**src/rtl/multicycle_control.sv**
```systemverilog
// -----------------------------------------------------------------------------
// multicycle_control
//   Main control FSM for a multicycle MIPS-style datapath. It is a Moore machine
//   that walks each instruction through FETCH/DECODE and then its execute/
//   memory/writeback states. It also counts retired instructions.
//
// Ports
//   clk            rising-edge clock (single domain)
//   rst            synchronous, active-high reset
//   OpCode[5:0]    instruction opcode; captured in DECODE only
//   mem_ready      memory handshake, used in FETCH / MEMRD / MEMWR
//   PCWrite, PCWriteCond, IorD, MemRead, MemWrite, MemtoReg, IRWrite,
//   ALUSrcA, RegWrite, RegDst            1-bit datapath controls
//   PCSource[1:0], ALUOp[1:0], ALUSrcB[1:0]  mux / ALU selects
//   state[3:0]     current FSM state encoding
//   illegal_op     single-cycle pulse when DECODE sees an unsupported opcode
//   instr_retired  retired-instruction count, wraps at all-ones
// -----------------------------------------------------------------------------
module multicycle_control #(
  parameter int CNT_W = 32
) (
  input  logic             clk,
  input  logic             rst,
  input  logic [5:0]       OpCode,
  input  logic             mem_ready,
  output logic             PCWrite,
  output logic             PCWriteCond,
  output logic             IorD,
  output logic             MemRead,
  output logic             MemWrite,
  output logic             MemtoReg,
  output logic             IRWrite,
  output logic             ALUSrcA,
  output logic             RegWrite,
  output logic             RegDst,
  output logic [1:0]       PCSource,
  output logic [1:0]       ALUOp,
  output logic [1:0]       ALUSrcB,
  output logic [3:0]       state,
  output logic             illegal_op,
  output logic [CNT_W-1:0] instr_retired
);

  localparam logic [5:0] OP_RTYPE = 6'b000000;
  localparam logic [5:0] OP_LW    = 6'b100011;
  localparam logic [5:0] OP_SW    = 6'b101011;
  localparam logic [5:0] OP_BEQ   = 6'b000100;
  localparam logic [5:0] OP_J     = 6'b000010;

  typedef enum logic [3:0] {
    S_FETCH    = 4'd0,
    S_DECODE   = 4'd1,
    S_MEMADR   = 4'd2,
    S_MEMRD    = 4'd3,
    S_MEMWB    = 4'd4,
    S_MEMWR    = 4'd5,
    S_RTYPE_EX = 4'd6,
    S_RTYPE_WB = 4'd7,
    S_BEQ_EX   = 4'd8,
    S_JUMP     = 4'd9
  } state_e;

  state_e           state_q, state_d;
  logic [5:0]       op_q, op_d;
  logic [CNT_W-1:0] cnt_q, cnt_d;
  logic             retire;

  // ---------------------------------------------------------------------------
  // State, latched opcode and retire counter
  // ---------------------------------------------------------------------------
  always_ff @(posedge clk) begin
    if (rst) begin
      state_q <= S_FETCH;
      op_q    <= 6'b000000;
      cnt_q   <= '0;
    end else begin
      state_q <= state_d;
      op_q    <= op_d;
      cnt_q   <= cnt_d;
    end
  end

  // Counter wraps naturally from all-ones to zero.
  always_comb begin
    cnt_d = cnt_q;
    if (retire) cnt_d = cnt_q + CNT_W'(1);
  end

  // ---------------------------------------------------------------------------
  // Next state and Moore outputs
  // ---------------------------------------------------------------------------
  always_comb begin
    state_d     = state_q;
    op_d        = op_q;
    retire      = 1'b0;
    PCWrite     = 1'b0;
    PCWriteCond = 1'b0;
    IorD        = 1'b0;
    MemRead     = 1'b0;
    MemWrite    = 1'b0;
    MemtoReg    = 1'b0;
    IRWrite     = 1'b0;
    ALUSrcA     = 1'b0;
    RegWrite    = 1'b0;
    RegDst      = 1'b0;
    PCSource    = 2'b00;
    ALUOp       = 2'b00;
    ALUSrcB     = 2'b00;
    illegal_op  = 1'b0;

    case (state_q)
      S_FETCH: begin
        MemRead = 1'b1;
        ALUSrcB = 2'b01;
        // IR load and PC+4 happen only on the cycle memory delivers.
        IRWrite = mem_ready;
        PCWrite = mem_ready;
        if (mem_ready) state_d = S_DECODE;
      end

      S_DECODE: begin
        ALUSrcB = 2'b11;
        op_d    = OpCode;
        case (OpCode)
          OP_RTYPE:     state_d = S_RTYPE_EX;
          OP_LW, OP_SW: state_d = S_MEMADR;
          OP_BEQ:       state_d = S_BEQ_EX;
          OP_J:         state_d = S_JUMP;
          default: begin
            // Unsupported opcode: flag it and drop back to fetch unretired.
            illegal_op = 1'b1;
            state_d    = S_FETCH;
          end
        endcase
      end

      S_MEMADR: begin
        ALUSrcA = 1'b1;
        ALUSrcB = 2'b10;
        // Only lw/sw reach here; branch on the copy taken in DECODE.
        state_d = (op_q == OP_SW) ? S_MEMWR : S_MEMRD;
      end

      S_MEMRD: begin
        MemRead = 1'b1;
        IorD    = 1'b1;
        if (mem_ready) state_d = S_MEMWB;
      end

      S_MEMWB: begin
        MemtoReg = 1'b1;
        RegWrite = 1'b1;
        state_d  = S_FETCH;
        retire   = 1'b1;
      end

      S_MEMWR: begin
        MemWrite = 1'b1;
        IorD     = 1'b1;
        if (mem_ready) begin
          state_d = S_FETCH;
          retire  = 1'b1;
        end
      end

      S_RTYPE_EX: begin
        ALUSrcA = 1'b1;
        ALUOp   = 2'b10;
        state_d = S_RTYPE_WB;
      end

      S_RTYPE_WB: begin
        RegDst   = 1'b1;
        RegWrite = 1'b1;
        state_d  = S_FETCH;
        retire   = 1'b1;
      end

      S_BEQ_EX: begin
        ALUSrcA     = 1'b1;
        ALUOp       = 2'b01;
        PCWriteCond = 1'b1;
        PCSource    = 2'b01;
        state_d     = S_FETCH;
        retire      = 1'b1;
      end

      S_JUMP: begin
        PCWrite  = 1'b1;
        PCSource = 2'b10;
        state_d  = S_FETCH;
        retire   = 1'b1;
      end

      // Unused encodings recover to FETCH quietly, nothing retired.
      default: state_d = S_FETCH;
    endcase

    // Reset silences every control immediately, not just after the edge.
    if (rst) begin
      PCWrite     = 1'b0;
      PCWriteCond = 1'b0;
      IorD        = 1'b0;
      MemRead     = 1'b0;
      MemWrite    = 1'b0;
      MemtoReg    = 1'b0;
      IRWrite     = 1'b0;
      ALUSrcA     = 1'b0;
      RegWrite    = 1'b0;
      RegDst      = 1'b0;
      PCSource    = 2'b00;
      ALUOp       = 2'b00;
      ALUSrcB     = 2'b00;
      illegal_op  = 1'b0;
    end
  end

  assign state         = state_q;
  assign instr_retired = cnt_q;

endmodule

```
**config.mk**
```make
export PLATFORM = sky130hd
export DESIGN_NAME = multicycle_control
export DESIGN_NICKNAME = d
export VERILOG_FILES = /design/src/rtl/multicycle_control.sv
export SDC_FILE = /design/constraint.sdc
export NUM_CORES = 1
export LEC_CHECK = 0
export ABC_AREA = 1
export CAP_MARGIN = 20
export CORE_ASPECT_RATIO = 0.7
export CORE_UTILIZATION = 45
export CTS_CLUSTER_SIZE = 8
export DETAILED_ROUTE_END_ITERATION = 8
export GPL_TIMING_DRIVEN = 0
export PLACE_DENSITY = 0.74
export SYNTH_ARGS = -nofsm -noshare
export SYNTH_HDL_FRONTEND = slang
export SYNTH_SLANG_ARGS = --single-unit
```
**constraint.sdc**
```tcl
create_clock -name clk -period 1.5 [get_ports clk]
set_input_delay 0.3 -clock clk [delete_from_list [all_inputs] [get_ports clk]]
set_output_delay 0.3 -clock clk [all_outputs]
set_load 0.1 [all_outputs]
```
==> run summary <==
Initial antenna violation count - 0
Clk Latency, worst-skew pair - 0.30 ns
Post-synthesis mux area share - 0
Post-synthesis register bit count - 42
Slowest CP cell - dfxtp_4
Initial Util - 0.4825
Setup CP Type - flop to flop
Synth unique cells - 26
Xor/xnor share of the synthesized area - 0
Global placer's final weighted congestion - 0.9022
Relative slew margins - 0.3717
TritonCTS Buffers - 5
Die width - 93.14 um
Worst-path fanout max - 6
Top Family by Delay on Critical Path - simple AND/OR/NAND/NOR gates
Worst slew pin tran - 0.9462 ns
RSZ-0062 raised after global routing - true
Levels on crit path - 11
Power share of the combinational group - 0.218
Dpl cells - 574
Synth Area in Compound Gates - 0.07556
Fin crit period - 1.868 ns
Largest net degree at the start of global routing - 14
Largest family of logic cells by synthesized area - simple AND/OR/NAND/NOR gates
Total GRT Usage - 0.3021
Max IR drop VDD - 0.5524 mV
Switching power of the nets - 789.3 uW
CP arrival - 2.06 ns
Final period util - 1.245
Core area - 5423 um^2
Failing checks - negative setup slack
LEAKAGE - 1.915 nW
Sw frac - 0.3192
CTS Hold Buffers Added - 0
PnR Total Power - 2.473 mW
Final hold viol count - 0
IO buf count - 60
Ant. Diodes - 0
Number of flops mapped to enable cells by yosys - 0
P_int - 1.684 mW
Post-Synth Adder-Cell Area - 0.004782
Worst Hold Launch - rst
Critical path endpoint category - flop
WP data required - 1.69 ns
Crit path buffers/inverters - 5
Die area - 6128 um^2
HP Class - primary input to flop
Worst r2r path cells - 11
Fin util - 0.7750
Root buffer cell - clkbuf_8
Setup_tns - -12.17 ns
Final nets - 549
Area growth from synthesis to layout - 60.64%
Pins Over Slew Limit - 0
Area of the mapped netlist - 2616 um^2
Hold depth - 2
Syn_area_per_cell - 5.919 um^2
Detail Route Antenna Nets - 0
Drt pass-1 iters - 5
CTS sink count - 42
Max Clk Rate - 535.4 MHz
# rows - 22
Reg clk slew, reported paths - 0.09 ns
Instance count of the mapped netlist - 442
Sequential-to-total area share from yosys stat - 0.3214
Hold_ws - 0.3231 ns
Drt drc - 0
Clk_skew - 0.005651 ns
Simple logic cell fraction of the synthesized area - 0.4763
Reg-to-Reg End - instr_retired[5]
Hold Path Sink - state[0]
Clock power share - 0.321
Number of global-route vias before repair - 2935
Initial DRC Count - 276
Setup-failing EPs final - 50
DIE HEIGHT - 65.80 um
Dpl hpwl - 5865 um
Post-Syn Nets - 452
First-pass GRT wire length - 14390 um
Worst r2r src - state[0]
Flop pwr share - 0.462
Power per standard cell area - 588.4 nW/um^2
CP cell instances - inv_4 -> nor2_4 -> buf_4 -> buf_6 -> nand3_4 -> nand3_4 -> buf_4 -> buf_6 -> nand3_1 -> nand2_1 -> nor2_1
Io pins - 62
Overflow after GRT - 0
Layout cell share with drive strength beyond 1 - 0.3519
Non-Filler Instances - 612
Max Cap Viol - 0
Final wirelength - 9377 um
R2R Setup Slk - -0.37 ns
Via Count - 3339
PnR worst setup slack - -0.3677 ns
Main flop type after synthesis - dfxtp_1
CTS H-tree depth - 2
Vias per cell - 5.456
CTS tree - yes
CP Launch Type - flop
Post-synth ARST share - 0
Drt wl/cell - 15.32 um
Clock buffer depth - 2
Max incr delay on CP - 0.43 ns
Status - complete, but fails checks
Syn. warnings - 0
## power by group through the flow
stage	Clock [mW]	Combinational [mW]	Sequential (mW)
floorplan	0	0.284	1.20
detailed placement	0	0.413	1.17
global route	0.852	0.560	1.14
global placement	0	0.408	1.17
finish	0.793	0.538	1.14
CTS	0.787	0.488	1.14
## synthesized netlist by cell type, types with 4 or more instances
master   number  area [um^2]
nand3_1      47        235.2
o21ai_0       8        40.04
inv_1        57        214.0
nor3_1        4        20.02
dfxtp_1      42        840.8
nand4_1      16        100.1
a21oi_1      28        140.1
nand3_2       4        40.04
buf_4         5        37.54
nand2_1     108        405.4
nor2_1       96        360.4
## layout by cell type (no fill, tap or decap), drive strengths merged
cell,instances
nand3b,1
nor2,99
clkinvlp,1
nand3,53
clkdlybuf4s15,1
buf,92
clkinv,1
nand2,109
inv,60
ha,1
dfxtp,42
a21oi,28
clkbuf,8
dlygate4sd2,3
dlymetal6s2s,4
and2,2
bufbuf,1
a21o,1
nand4,16
nor4,2
nor3,4
o21ai,10
clkdlybuf4s50,1
## layer usage
| layer | share of wire | GRT usage |
|---|---|---|
| met3 | 0.090 | 0.05517 |
| met2 | 0.44 | 0.4743 |
| met5 | 0 | 0 |
| met1 | 0.44 | 0.4273 |
| met4 | 0.028 | 0.07692 |
## stage by stage
step | setup WS [ns] | area, um^2
3_3_place_gp | -1.363 | 3635
6_report | -0.3677 | 4203
4_1_cts | -0.3815 | 4084
5_1_grt | -0.3991 | 4203
2_1_floorplan | -0.7941 | 2944
3_5_place_dp | -1.349 | 3635
## state kept, by name (all words and copies together), names as in the netlist
register	flops
instr_retired	32
op_q	6
state	4
## worst register-to-register path: stages, from the launching register on
cell,delay (ns)
dfxtp_4,0.43
inv_4,0.06
nor2_4,0.20
buf_4,0.15
buf_6,0.11
nand3_4,0.09
nand3_4,0.19
buf_4,0.15
buf_6,0.11
nand3_1,0.12
nand2_1,0.12
nor2_1,0.05
## cells by family (layout without fill, tap and decap cells)
group                    count (synthesis)  after routing
buffers and inverters                   75            172
adder cells (fa/ha/maj)                  1              1
AND/OR/NAND/NOR                        285            286
AO/OA/AOI/OAI                           39             39
flip-flops                              42             42
## repair_timing
action / in CTS / in global routing
buffers inserted: 15 / 11
cloned: 5 / 0
hold endpoints to repair: 0 / 0
pin swaps: 8 / 16
setup endpoints to repair: 83 / 58
resized for setup: 358 / 21
## cell type report
cell class	instances	area (um^2)
multi-input cells	326	1768
fillers	380	1220
repair buffers	89	920.9
flip-flops and latches	42	914.6
inverters	60	240.2
plain buffers	15	173.9
well taps	72	90.09
clock buffers	6	82.58
clock inverters	2	12.51
## worst max path at each step
stage                         start               end  slack (ns)
after detailed placement  OpCode[5]        illegal_op       -1.35
after global routing       state[0]        illegal_op       -0.40
after floorplan            state[0]        illegal_op       -0.79
after global placement    OpCode[5]        illegal_op       -1.36
after CTS                  state[1]        illegal_op       -0.38
final                      state[0]  instr_retired[5]       -0.37
(Power assumes the default switching activity.)
